===== src/rtl/xor_frame_acc_if.sv =====
// xor_frame_acc_if: word stream in, folded frame result out
interface xor_frame_acc_if #(
  parameter int WIDTH = 8,
  parameter int FRAME_LEN = 4
);
  localparam int CNT_W = $clog2(FRAME_LEN + 1);
  logic             in_valid;
  logic             in_ready;
  logic [WIDTH-1:0] in_data;
  logic             odd_mode;
  logic             abort;
  logic [CNT_W-1:0] word_cnt;
  logic             out_valid;
  logic [WIDTH-1:0] out_word;
  logic             out_parity;
  modport master (
    output in_valid, in_data, odd_mode, abort,
    input  in_ready, word_cnt, out_valid, out_word, out_parity
  );
  modport slave (
    input  in_valid, in_data, odd_mode, abort,
    output in_ready, word_cnt, out_valid, out_word, out_parity
  );
endinterface


===== src/rtl/xor_frame_acc.sv =====
// xor_frame_acc: XOR-folds FRAME_LEN stream words into one word plus even/odd parity
module xor_frame_acc #(
  parameter int WIDTH = 8,
  parameter int FRAME_LEN = 4,
  localparam int CNT_W = $clog2(FRAME_LEN + 1)
) (
  input logic            clk,
  input logic            rst,
  xor_frame_acc_if.slave bus
);
  typedef enum logic [1:0] {IDLE, ACC, DONE} state_t;
  state_t           state_q, state_d;
  logic [WIDTH-1:0] acc_q, acc_d, word_q, word_d;
  logic [CNT_W-1:0] cnt_q, cnt_d;
  logic             mode_q, mode_d, par_q, par_d;
  always_comb begin
    state_d = state_q;
    acc_d   = acc_q;
    cnt_d   = cnt_q;
    mode_d  = mode_q;
    word_d  = word_q;
    par_d   = par_q;
    case (state_q)
      IDLE: begin
        if (bus.abort) begin
          acc_d = '0;
          cnt_d = '0;
        end else if (bus.in_valid) begin
          acc_d   = bus.in_data;
          mode_d  = bus.odd_mode;
          cnt_d   = CNT_W'(1);
          state_d = (FRAME_LEN == 1) ? DONE : ACC;
        end
      end
      ACC: begin
        if (bus.abort) begin
          state_d = IDLE;
          acc_d   = '0;
          cnt_d   = '0;
        end else if (bus.in_valid) begin
          acc_d   = acc_q ^ bus.in_data;
          cnt_d   = cnt_q + CNT_W'(1);
          state_d = (cnt_q == CNT_W'(FRAME_LEN - 1)) ? DONE : ACC;
        end
      end
      DONE: begin
        cnt_d   = '0;
        state_d = IDLE;
      end
      default: state_d = IDLE;
    endcase
    // result registers load on the edge entering DONE so they line up with out_valid
    if (state_d == DONE && state_q != DONE) begin
      word_d = acc_d;
      par_d  = (^acc_d) ^ mode_d;
    end
  end
  always_ff @(posedge clk) begin
    if (rst) begin
      state_q <= IDLE;
      acc_q   <= '0;
      cnt_q   <= '0;
      mode_q  <= 1'b0;
      word_q  <= '0;
      par_q   <= 1'b0;
    end else begin
      state_q <= state_d;
      acc_q   <= acc_d;
      cnt_q   <= cnt_d;
      mode_q  <= mode_d;
      word_q  <= word_d;
      par_q   <= par_d;
    end
  end
  assign bus.in_ready   = (state_q != DONE);
  assign bus.out_valid  = (state_q == DONE);
  assign bus.word_cnt   = cnt_q;
  assign bus.out_word   = word_q;
  assign bus.out_parity = par_q;
endmodule


===== src/flat_wrapper.sv =====
// flat-port wrapper written by rule: the top's interface ports become plain ports
module xor_frame_acc_flat 
#(
  parameter int WIDTH = 8,
  parameter int FRAME_LEN = 4,
  localparam int CNT_W = $clog2(FRAME_LEN + 1)
)
  (clk, rst, bus_in_valid, bus_in_data, bus_odd_mode, bus_abort, bus_in_ready, bus_word_cnt, bus_out_valid, bus_out_word, bus_out_parity);
  xor_frame_acc_if #(.WIDTH(WIDTH), .FRAME_LEN(FRAME_LEN)) bus_i ();
  input logic clk;
  input logic rst;
  input wire logic [$bits(bus_i.in_valid)-1:0] bus_in_valid;
  input wire logic [$bits(bus_i.in_data)-1:0] bus_in_data;
  input wire logic [$bits(bus_i.odd_mode)-1:0] bus_odd_mode;
  input wire logic [$bits(bus_i.abort)-1:0] bus_abort;
  output wire logic [$bits(bus_i.in_ready)-1:0] bus_in_ready;
  output wire logic [$bits(bus_i.word_cnt)-1:0] bus_word_cnt;
  output wire logic [$bits(bus_i.out_valid)-1:0] bus_out_valid;
  output wire logic [$bits(bus_i.out_word)-1:0] bus_out_word;
  output wire logic [$bits(bus_i.out_parity)-1:0] bus_out_parity;
  assign bus_i.in_valid = bus_in_valid;
  assign bus_i.in_data = bus_in_data;
  assign bus_i.odd_mode = bus_odd_mode;
  assign bus_i.abort = bus_abort;
  assign bus_in_ready = bus_i.in_ready;
  assign bus_word_cnt = bus_i.word_cnt;
  assign bus_out_valid = bus_i.out_valid;
  assign bus_out_word = bus_i.out_word;
  assign bus_out_parity = bus_i.out_parity;
  xor_frame_acc #(.WIDTH(WIDTH), .FRAME_LEN(FRAME_LEN)) u_core (.clk(clk), .rst(rst), .bus(bus_i));
endmodule

===== config.mk =====
export PLATFORM = sky130hd
export DESIGN_NAME = xor_frame_acc_flat
export DESIGN_NICKNAME = d
export VERILOG_FILES = /design/src/rtl/xor_frame_acc_if.sv /design/src/rtl/xor_frame_acc.sv /design/src/flat_wrapper.sv
export SDC_FILE = /design/constraint.sdc
export NUM_CORES = 1
export LEC_CHECK = 0
export ABC_AREA = 1
export CAP_MARGIN = 20
export CORE_MARGIN = 2
export CORE_UTILIZATION = 25
export CTS_CLUSTER_SIZE = 8
export DETAILED_ROUTE_END_ITERATION = 12
export MAX_ROUTING_LAYER = met4
export PLACE_DENSITY = 0.54
export SLEW_MARGIN = 20
export SYNTH_ARGS = -nofsm -noshare
export SYNTH_HDL_FRONTEND = slang
export SYNTH_SLANG_ARGS = --single-unit

===== constraint.sdc =====
create_clock -name clk -period 1.8 [get_ports clk]
set_clock_uncertainty 0.2 [all_clocks]
set_input_delay 0.18 -clock clk [delete_from_list [all_inputs] [get_ports clk]]
set_output_delay 0.18 -clock clk [all_outputs]
set_load 0.05 [all_outputs]

# Word level (Yosys, flattened, before mapping)
# Cells that the tools add are included.
[classes]
order_cmp = 0
bitwise_logic = 2
reduce_logical = 5
mul = 0
div = 0
n_addsub = 1
n_shift = 0
eq_ne = 7
mux = 19
[op_table]
columns = ["op", "n"]
rows = [
  ["8-bit two-way mux", 4],
  ["8-bit case mux with 2 select lines", 1],
  ["3-bit two-way mux", 4],
  ["2-bit two-way mux", 5],
  ["3-bit case mux with 3 select lines", 1],
  ["8-bit parity", 1],
  ["8-bit bitwise XOR", 1],
  ["3-bit inequality test, second input constant", 2],
  ["2-bit == test, second input constant", 2],
  ["2-bit case mux with 2 select lines", 1],
  ["3-bit by 1-bit adder with 3-bit output, second input constant", 1],
  ["3-bit by 2-bit == test with 1-bit output, second input constant", 1],
  ["1-bit two-way mux", 3],
  ["3-bit AND reduction", 1],
  ["3-bit nonzero test", 1],
  ["2-bit by 1-bit == test with 1-bit output, second input constant", 1],
  ["2-bit zero test", 1],
  ["2-bit inequality test, second input constant", 1],
  ["1-bit logical AND", 1],
  ["1-bit bitwise XOR", 1],
]
[totals]
output_inout_bits = 14
ramBits = 0
elab_cells = 40
reg_bits = 23
in_bits = 13
rom_bits = 0
latchBits = 0
n_memories = 0

# Logic depth before layout (Yosys ltp)
# Gate-level depths: netlist (run 1).
[logic_depth]
ltp_word = 7
ltp_mapped = 16
mapped_depth_nobuf = 15

# Least setup slack after synthesis (run 1)
# Ideal clock, no wire load.
[synth_timing]
path_type = "register -> register"
startpoint = "register u_core.cnt_q[0] (netlist: u_core.bus.word_cnt[0])"
endpoint = "register u_core.par_q (netlist: u_core.bus.out_parity)"
t_arrival_ns = 1.974
path_buffers = 1
setup_ns = 0.066
required_ns = 1.534
setup_slack_ns = -0.441
path_stages_with_launch = 11
synth_period_minus_slack_ns = 2.241
cell_sequence = "dfxtp_1 ha_1 ha_1 or2_1 nand3_1 o21ai_1 inv_2 nor3_2 buf_4 o21ai_1 a21oi_2"
[synth_via]
elab_chain_cells = 7
[synth_rtl]
columns = ["element", "line", "source"]
rows = [
  ["start: declaration", "xor_frame_acc.sv:14", "logic [CNT_W-1:0] cnt_q, cnt_d;"],
  ["start signal: assignment", "xor_frame_acc.sv:69", "cnt_q <= cnt_d;"],
  ["3-bit by 2-bit == test with 1-bit output", "xor_frame_acc.sv:43", "state_d = (cnt_q == CNT_W'(FRAME_LEN - 1)) ? DONE : ACC;"],
  ["2-bit two-way mux", "xor_frame_acc.sv:43", ""],
  ["2-bit two-way mux", "xor_frame_acc.sv:40", "end else if (bus.in_valid) begin"],
  ["2-bit two-way mux", "xor_frame_acc.sv:36", "if (bus.abort) begin"],
  ["2-bit case mux with 2 select lines", "xor_frame_acc.sv:23", "case (state_q)"],
  ["2-bit == test", "xor_frame_acc.sv:53", "if (state_d == DONE && state_q != DONE) begin"],
  ["1-bit logical AND", "xor_frame_acc.sv:53", ""],
  ["end signal: assignment", "xor_frame_acc.sv:72", "par_q <= par_d;"],
  ["end: declaration", "xor_frame_acc.sv:15", "logic mode_q, mode_d, par_q, par_d;"],
]
# No other way between the ends.
# A chain may end at the register's enable or synchronous reset.

# Final worst setup path (run 1)
[layout_timing]
startpoint = "register u_core.state_q[1]"
endpoint = "register u_core.par_q (netlist: u_core.bus.out_parity)"
[layout_via]
elab_chain_cells = 5
elab_cells_between_ends = 14
cone_classes = "eq/ne: 3; mux: 7; bitwise: 1; reduce/logical: 3"
[layout_rtl]
columns = ["element", "line", "source"]
rows = [
  ["start: declaration", "xor_frame_acc.sv:12", "state_t state_q, state_d;"],
  ["start signal: assignment", "xor_frame_acc.sv:67", "state_q <= state_d;"],
  ["2-bit two-way mux, on equally long branches", "xor_frame_acc.sv:40, xor_frame_acc.sv:28", ""],
  ["2-bit two-way mux, on equally long branches", "xor_frame_acc.sv:36, xor_frame_acc.sv:25", ""],
  ["2-bit case mux with 2 select lines", "xor_frame_acc.sv:23", ""],
  ["2-bit == test", "xor_frame_acc.sv:53", ""],
  ["1-bit logical AND", "xor_frame_acc.sv:53", ""],
]
# Several ways; a longest one is shown, not always the timed one.

==> results.ini, run 1 <==
[synth]
synth-async-reset-ratio=0
synth_edf_count=0
synth.distinct_cells=25
syn_inst=240
syn_area_per_cell_um2=6.235
syn-num-nets=258
yosysSeqAreaShare=0.3077
syn_area_um2=1496
synth-seq-cells=23
yosys_warnings=0
synth-main-ff-cell=dfxtp_1

[drt]
wire_per_inst_um=10.21
via_count=1642
dr.pass1.iters=4
drt_iter0_markers=34
drc=0
avgViaCountPerCell=4.321
drt_wl_total_um=3881
detail-route-antenna-nets=0

[timing]
hold_viol=0
timing.final.ws_setup_ns=-0.1533
rsz0062_at_grt=yes
worstMarginPinSlew_ns=0.4255
setup_violations=10
setup-tns-final_ns=-0.5764
min_period_ns=1.953
min_period_over_period=1.085
fmax_ghz=0.5120
drv_slew=0
relSlewSlack=0.7160

[cells_and_area]
antenna_cells=0
layout_common_cells=nand2_1 (82), buf_4 (47), inv_1 (19)
final_nets=324
layout_commonest_cell=nand2_1
syn_to_final_growth_pct=54.18
nFillCells=625
drive_above_1_share=0.3803

[critical_path]
crit_slowest_cell=dfxtp_2
cp.required_ns=1.76
critical_path_class=reg2reg
cp.arrival_ns=1.91
cp_slowest_stage_delay_ns=0.33
critPathCaptureType=flop
cp_num_buf_inv=3
crit_path_cell_trace=inv_2 > ha_2 > inv_2 > nor2_4 > buf_12 > nand2_1 > nor2_1 > nor2_2 > nand2_1 > nand2_1 > nand2_2 > nand2_2 > nand2_1 > nand3_1 > nand2_1 > a21oi_2
critPathLaunchType=flop
cp_max_fo=9
cp_top_family=simple AND/OR/NAND/NOR gates
critical_path.most_common_cell=nand2_1

[placed_design]
pre_cts_ws_ns=-0.4795
io_buffers=26
place_hpwl_um=2939
gp_congestion=0.7795

[clock_tree]
htreeDepth=1
cts.hold.buffers_added=0
clkSinkCount=23
clk_latency_ns=0.26
cts-root-buf=clkbuf_8
clk_pin_slew_worst_paths_ns=0.08
cts_tree=built
numCtsBuffers=3
clk_path_buf_depth=2

[power_and_ir_drop]
comb_power_share=0.353
clockPowerShare=0.237
p_leak_nw=1.119
p_int_uw=893.6
swShare=0.3351
pwr-share-seq=0.410
ir_worst_vdd_uv=308.8
p_per_area_nw_per_um2=582.5
p_switching_uw=450.3

[global_routing]
gr-usage-met2=0.2008
grt-busiest-layer=met2
grt_max_degree=18
grtUsageTotal=0.1245
grt_pass1_vias=1437
met1_usage=0.1685
antenna_found_initial=0
grt_pass1_wl_um=6375
use_met3=0.006667
grt-ovfl-total=0

[run_status]
status=finished, violations left
violations=setup timing

[floorplanning]
std_cell_rows=28
dieHeight_um=81.37
initial_core_util=0.2558
top_level_ports=27
die-area_um2=6620
core-area_um2=5851
dieWidth_um=81.37

[hold_path]
hold_class=reg2reg

[job]
cap_violations=0

[cells in the mapped netlist, types with 3 or more instances]
cell type,n,area share
o21ai_0,18,0.060
nand3_1,22,0.074
nand2_1,84,0.21
nor2_2,6,0.025
dfxtp_1,23,0.31
inv_2,3,0.0075
ha_1,5,0.042
inv_1,28,0.070
nand3_2,7,0.047
nor2_1,17,0.043
a21oi_1,9,0.030
[sequential cells by signal (all words and copies together) (netlist names)]
register,cells
u_core.acc_q,8
u_core.bus.out_word,8
u_core.bus.word_cnt,3
u_core.state_q,2
u_core.bus.out_parity,1
u_core.mode_q,1
[timing repair]
| action | 4_1_cts | 5_1_grt |
|---|---|---|
| gates resized for setup | 35 | 12 |
| pin swaps | 7 | 4 |
| setup endpoints to repair | 10 | 15 |
| setup buffers | 5 | 2 |
| cloned | 0 | 2 |
[final timing paths]
| kind | startpoint | end | slack, ns | depth (start not counted) |
|---|---|---|---|---|
| hold reg to reg | u_core.bus.out_word[4]$_SDFFE_PP0P_ | u_core.bus.out_word[4]$_SDFFE_PP0P_ | 0.34 | 2 |
| setup / recovery | u_core.state_q[1]$_SDFF_PP0_ | u_core.bus.out_parity$_SDFFE_PP0P_ | -0.15 | 16 |
| setup reg to reg | u_core.state_q[1]$_SDFF_PP0_ | u_core.bus.out_parity$_SDFFE_PP0P_ | -0.15 | 16 |
| hold / removal | u_core.bus.out_word[4]$_SDFFE_PP0P_ | u_core.bus.out_word[4]$_SDFFE_PP0P_ | 0.34 | 2 |
[cells by family (layout without fill, tap and decap cells)]
logic type / Yosys count / after routing / share of synthesized area
simple gates: 141 / 142 / 0.4206
buf+inv: 37 / 101 / 0.1078
compound gates: 34 / 34 / 0.1221
flops: 23 / 23 / 0.3077
fa+ha+maj: 5 / 5 / 0.04181
[power by group through the flow]
stage / Sequential, mW / Combinational, mW / Clock, mW
finish: 0.551 / 0.475 / 0.318
floorplan: 0.594 / 0.220 / 0
global route: 0.554 / 0.529 / 0.356
global placement: 0.562 / 0.430 / 0
detailed placement: 0.561 / 0.436 / 0
CTS: 0.551 / 0.461 / 0.338
[through the flow]
step / area, µm² / power (mW) / util / hold WS, ns / std cells
after CTS: 2247 / 1.350 / 0.3841 / 0.3437 / 376
after global placement: 2111 / 0.9914 / 0.3608 / 0.3290 / 368
final: 2307 / 1.344 / 0.3944 / 0.3382 / 380
after detailed placement: 2111 / 0.9975 / 0.3608 / 0.3356 / 368
after global routing: 2307 / 1.439 / 0.3944 / 0.3563 / 380
after floorplan: 1546 / 0.8142 / - / 0.04872 / 240
[final cells by class]
type / instances / area, µm² / share of cell area
Clock buffer: 3 / 41.29 / 0.01790
Clock inverter: 1 / 5.005 / 0.002169
Inverter: 32 / 120.1 / 0.05206
Multi-Input combinational cell: 181 / 1007 / 0.4366
Sequential cell: 23 / 474.2 / 0.2055
Tap cell: 75 / 93.84 / 0.04067
Timing Repair Buffer: 65 / 565.5 / 0.2451
[metal layers]
layer	share of wire	wire (µm)	vias up
met3	0.017	65	2
met4	0.0098	38	0
met1	0.52	2016	731
met5	0	0	-
met2	0.45	1760	14
li1	-	-	895
[worst reg2reg max path, delay by kind of cell (launching register included)]
family / cells / cell delay [ns]
AND/OR/NAND/NOR: 11 / 0.84
flip-flops: 1 / 0.33
buffers and inverters: 3 / 0.24
adder cells (fa/ha/maj): 1 / 0.18
AO/OA/AOI/OAI: 1 / 0.06
No activity file was read; power rests on OpenSTA's default activity.
==> run 2: changes to the inputs <==
Settings changed: CORE_MARGIN 2 to 1.
Clock period 1.8 ns to 1.6 ns, I/O delays scaled along.
==> run 2 against run 1 <==
  * The flow still finishes with violations (setup timing)
  * Sequential share of layout area decreased by 2.9 points
  * Clock-buffer cell count stayed put
  * Register-to-register slack got worse by 0.19 ns
  * Global-route usage is 3.1 points higher
  * Wire length is 15% higher
==> results.ini, run 2 (synthesis gave the netlist of run 1 again) <==
[timing]
hold_viol=0
timing.final.ws_setup_ns=-0.3473
rsz0062_at_grt=yes
drv_slew=0
setup_violations=15
min_period_over_period=1.217
worstMarginPinSlew_ns=0.4934
min_period_ns=1.947
relSlewSlack=0.6711
fmax_ghz=0.5135

[floorplanning]
die-area_um2=6299
dieWidth_um=79.37
top_level_ports=27
dieHeight_um=79.37
std_cell_rows=27
core-area_um2=5642
initial_core_util=0.2652

[clock_tree]
htreeDepth=1
clk_pin_slew_worst_paths_ns=0.09
clk_latency_ns=0.26
numCtsBuffers=3
clk_path_buf_depth=2
cts_tree=built
cts-root-buf=clkbuf_8
clkSinkCount=23

[critical_path]
cp_num_buf_inv=4
crit_slowest_cell=dfxtp_2
r2r-end=u_core.bus.out_parity$_SDFFE_PP0P_
startpoint=u_core.state_q[1]$_SDFF_PP0_
crit_end=u_core.bus.out_parity$_SDFFE_PP0P_
cp_top_family=simple AND/OR/NAND/NOR gates
r2r_setup_slack_ns=-0.35
cp.arrival_ns=1.96
cp_max_fo=8
critPathLaunchType=flop
r2r-start=u_core.state_q[1]$_SDFF_PP0_
path_depth=16
critical_path.most_common_cell=nand2_1
crit_path_cell_trace=inv_4 > ha_4 > inv_4 > nor2_4 > buf_12 > nand3_4 > inv_2 > nor2_4 > nand2_1 > nand2_1 > nand2_2 > nand2_2 > nand2_1 > nand3_1 > nand2_1 > a21oi_2
worstRegToRegCells=16
cp_slowest_stage_delay_ns=0.36
critical_path_class=reg2reg
cp.required_ns=1.61
critPathCaptureType=flop

[cells_and_area]
layout_common_cells=nand2_1 (70), buf_4 (26), dfxtp_1 (18)
drive_above_1_share=0.4531
antenna_cells=0
final_nets=328
syn_to_final_growth_pct=80.77
finalNonFillerCells=381
layout_commonest_cell=nand2_1

[power_and_ir_drop]
clockPowerShare=0.226
pwr-share-seq=0.376
ir_worst_vdd_uv=350.6
p_switching_uw=581.0
p_leak_nw=1.227
p_per_area_nw_per_um2=614.9
swShare=0.3493
comb_power_share=0.399
p_int_mw=1.082
total_power_mw=1.663

[global_routing]
grtUsageTotal=0.1555
antenna_found_initial=0
grt-ovfl-total=0
grt_pass1_vias=1647
grt_pass1_wl_um=7472
grt_max_degree=20

[hold_path]
hold_class=reg2reg
min_from=u_core.bus.out_word[5]$_SDFFE_PP0P_

[placed_design]
place_hpwl_um=2901
io_buffers=26
gp_congestion=0.7782
pre_cts_ws_ns=-0.7036
dp.cells=366

[run_status]
violations=setup timing
status=finished, violations left

[drt]
drt_iter0_markers=43
drt_wl_total_um=4480
detail-route-antenna-nets=0
dr.pass1.iters=4
wire_per_inst_um=11.76
drc=0
avgViaCountPerCell=4.486
via_count=1709

[job]
cap_violations=0

[run 2: cell count changes in the layout (fill, tap and decap cells not counted), moves of 5 or more]
cell / before / now
buf_4: 47 / 26
buf_6: 2 / 15
buf_12: 3 / 15
nand2_1: 82 / 70
nand2_2: 3 / 14
o21ai_1: 1 / 8
o21ai_2: 11 / 4
nand3_1: 18 / 12
nor2_4: 3 / 9
inv_4: 0 / 5
nor2_1: 17 / 12
[run 2: metrics by stage]
step	hold slack (ns)	TNS, ns	instance area (µm²)	util
finish	0.3371	-3.003	2705	0.4795
global route	0.3584	-4.467	2705	0.4795
CTS	0.3445	-3.557	2574	0.4562
detailed placement	0.3484	-9.914	2252	0.3992
global placement	0.3414	-9.169	2252	0.3992
floorplan	0.02872	-2.316	1546	-
[run 2: routing by layer]
metal,global-route usage,part of all wire,vias to the layer above
met5,-,0,-
met3,0.01839,0.021,4
met2,0.2595,0.47,21
met1,0.1990,0.49,782
met4,0.03818,0.011,0
li1,-,-,902
[run 2: cell type report]
type | instances | area [µm²]
clock inverter | 1 | 5.005
timing repair buffer | 69 | 787.0
clock buffer | 3 | 41.29
multi-input combinational | 181 | 1172
sequential | 23 | 476.7
fill | 532 | 2937
inverter | 32 | 132.6
tap | 72 | 90.09
[run 2: worst min path at each step]
stage,end,cells after the start
CTS,u_core.bus.out_word[5]$_SDFFE_PP0P_,2
finish,u_core.bus.out_word[5]$_SDFFE_PP0P_,2
global route,u_core.bus.out_word[5]$_SDFFE_PP0P_,2
detailed placement,u_core.bus.out_word[5]$_SDFFE_PP0P_,2
floorplan,u_core.bus.word_cnt[2]$_SDFFE_PP0P_,1
global placement,u_core.bus.out_word[5]$_SDFFE_PP0P_,2
[run 2: what timing repair did]
item | CTS | global route
hold buffers | 0 | 0
pin swaps | 20 | 23
gates cloned | 1 | 1
setup buffers | 12 | 6
resized for setup | 74 | 35
endpoints found under the setup margin | 24 | 23
[run 2: tightest hold or removal path: cells and delay by family (launching register included)]
family / cells / cell delay [ns]
AO/OA/AOI/OAI: 2 / 0.17
flip-flops: 1 / 0.33
[run 2: power by group through the flow]
stage               clock [mW]  combinational [mW]  sequential [mW]
CTS                      0.386               0.613            0.625
floorplan                    0               0.248            0.668
global route             0.419               0.724            0.630
detailed placement           0               0.513            0.634
finish                   0.375               0.663            0.625
global placement             0               0.508            0.635
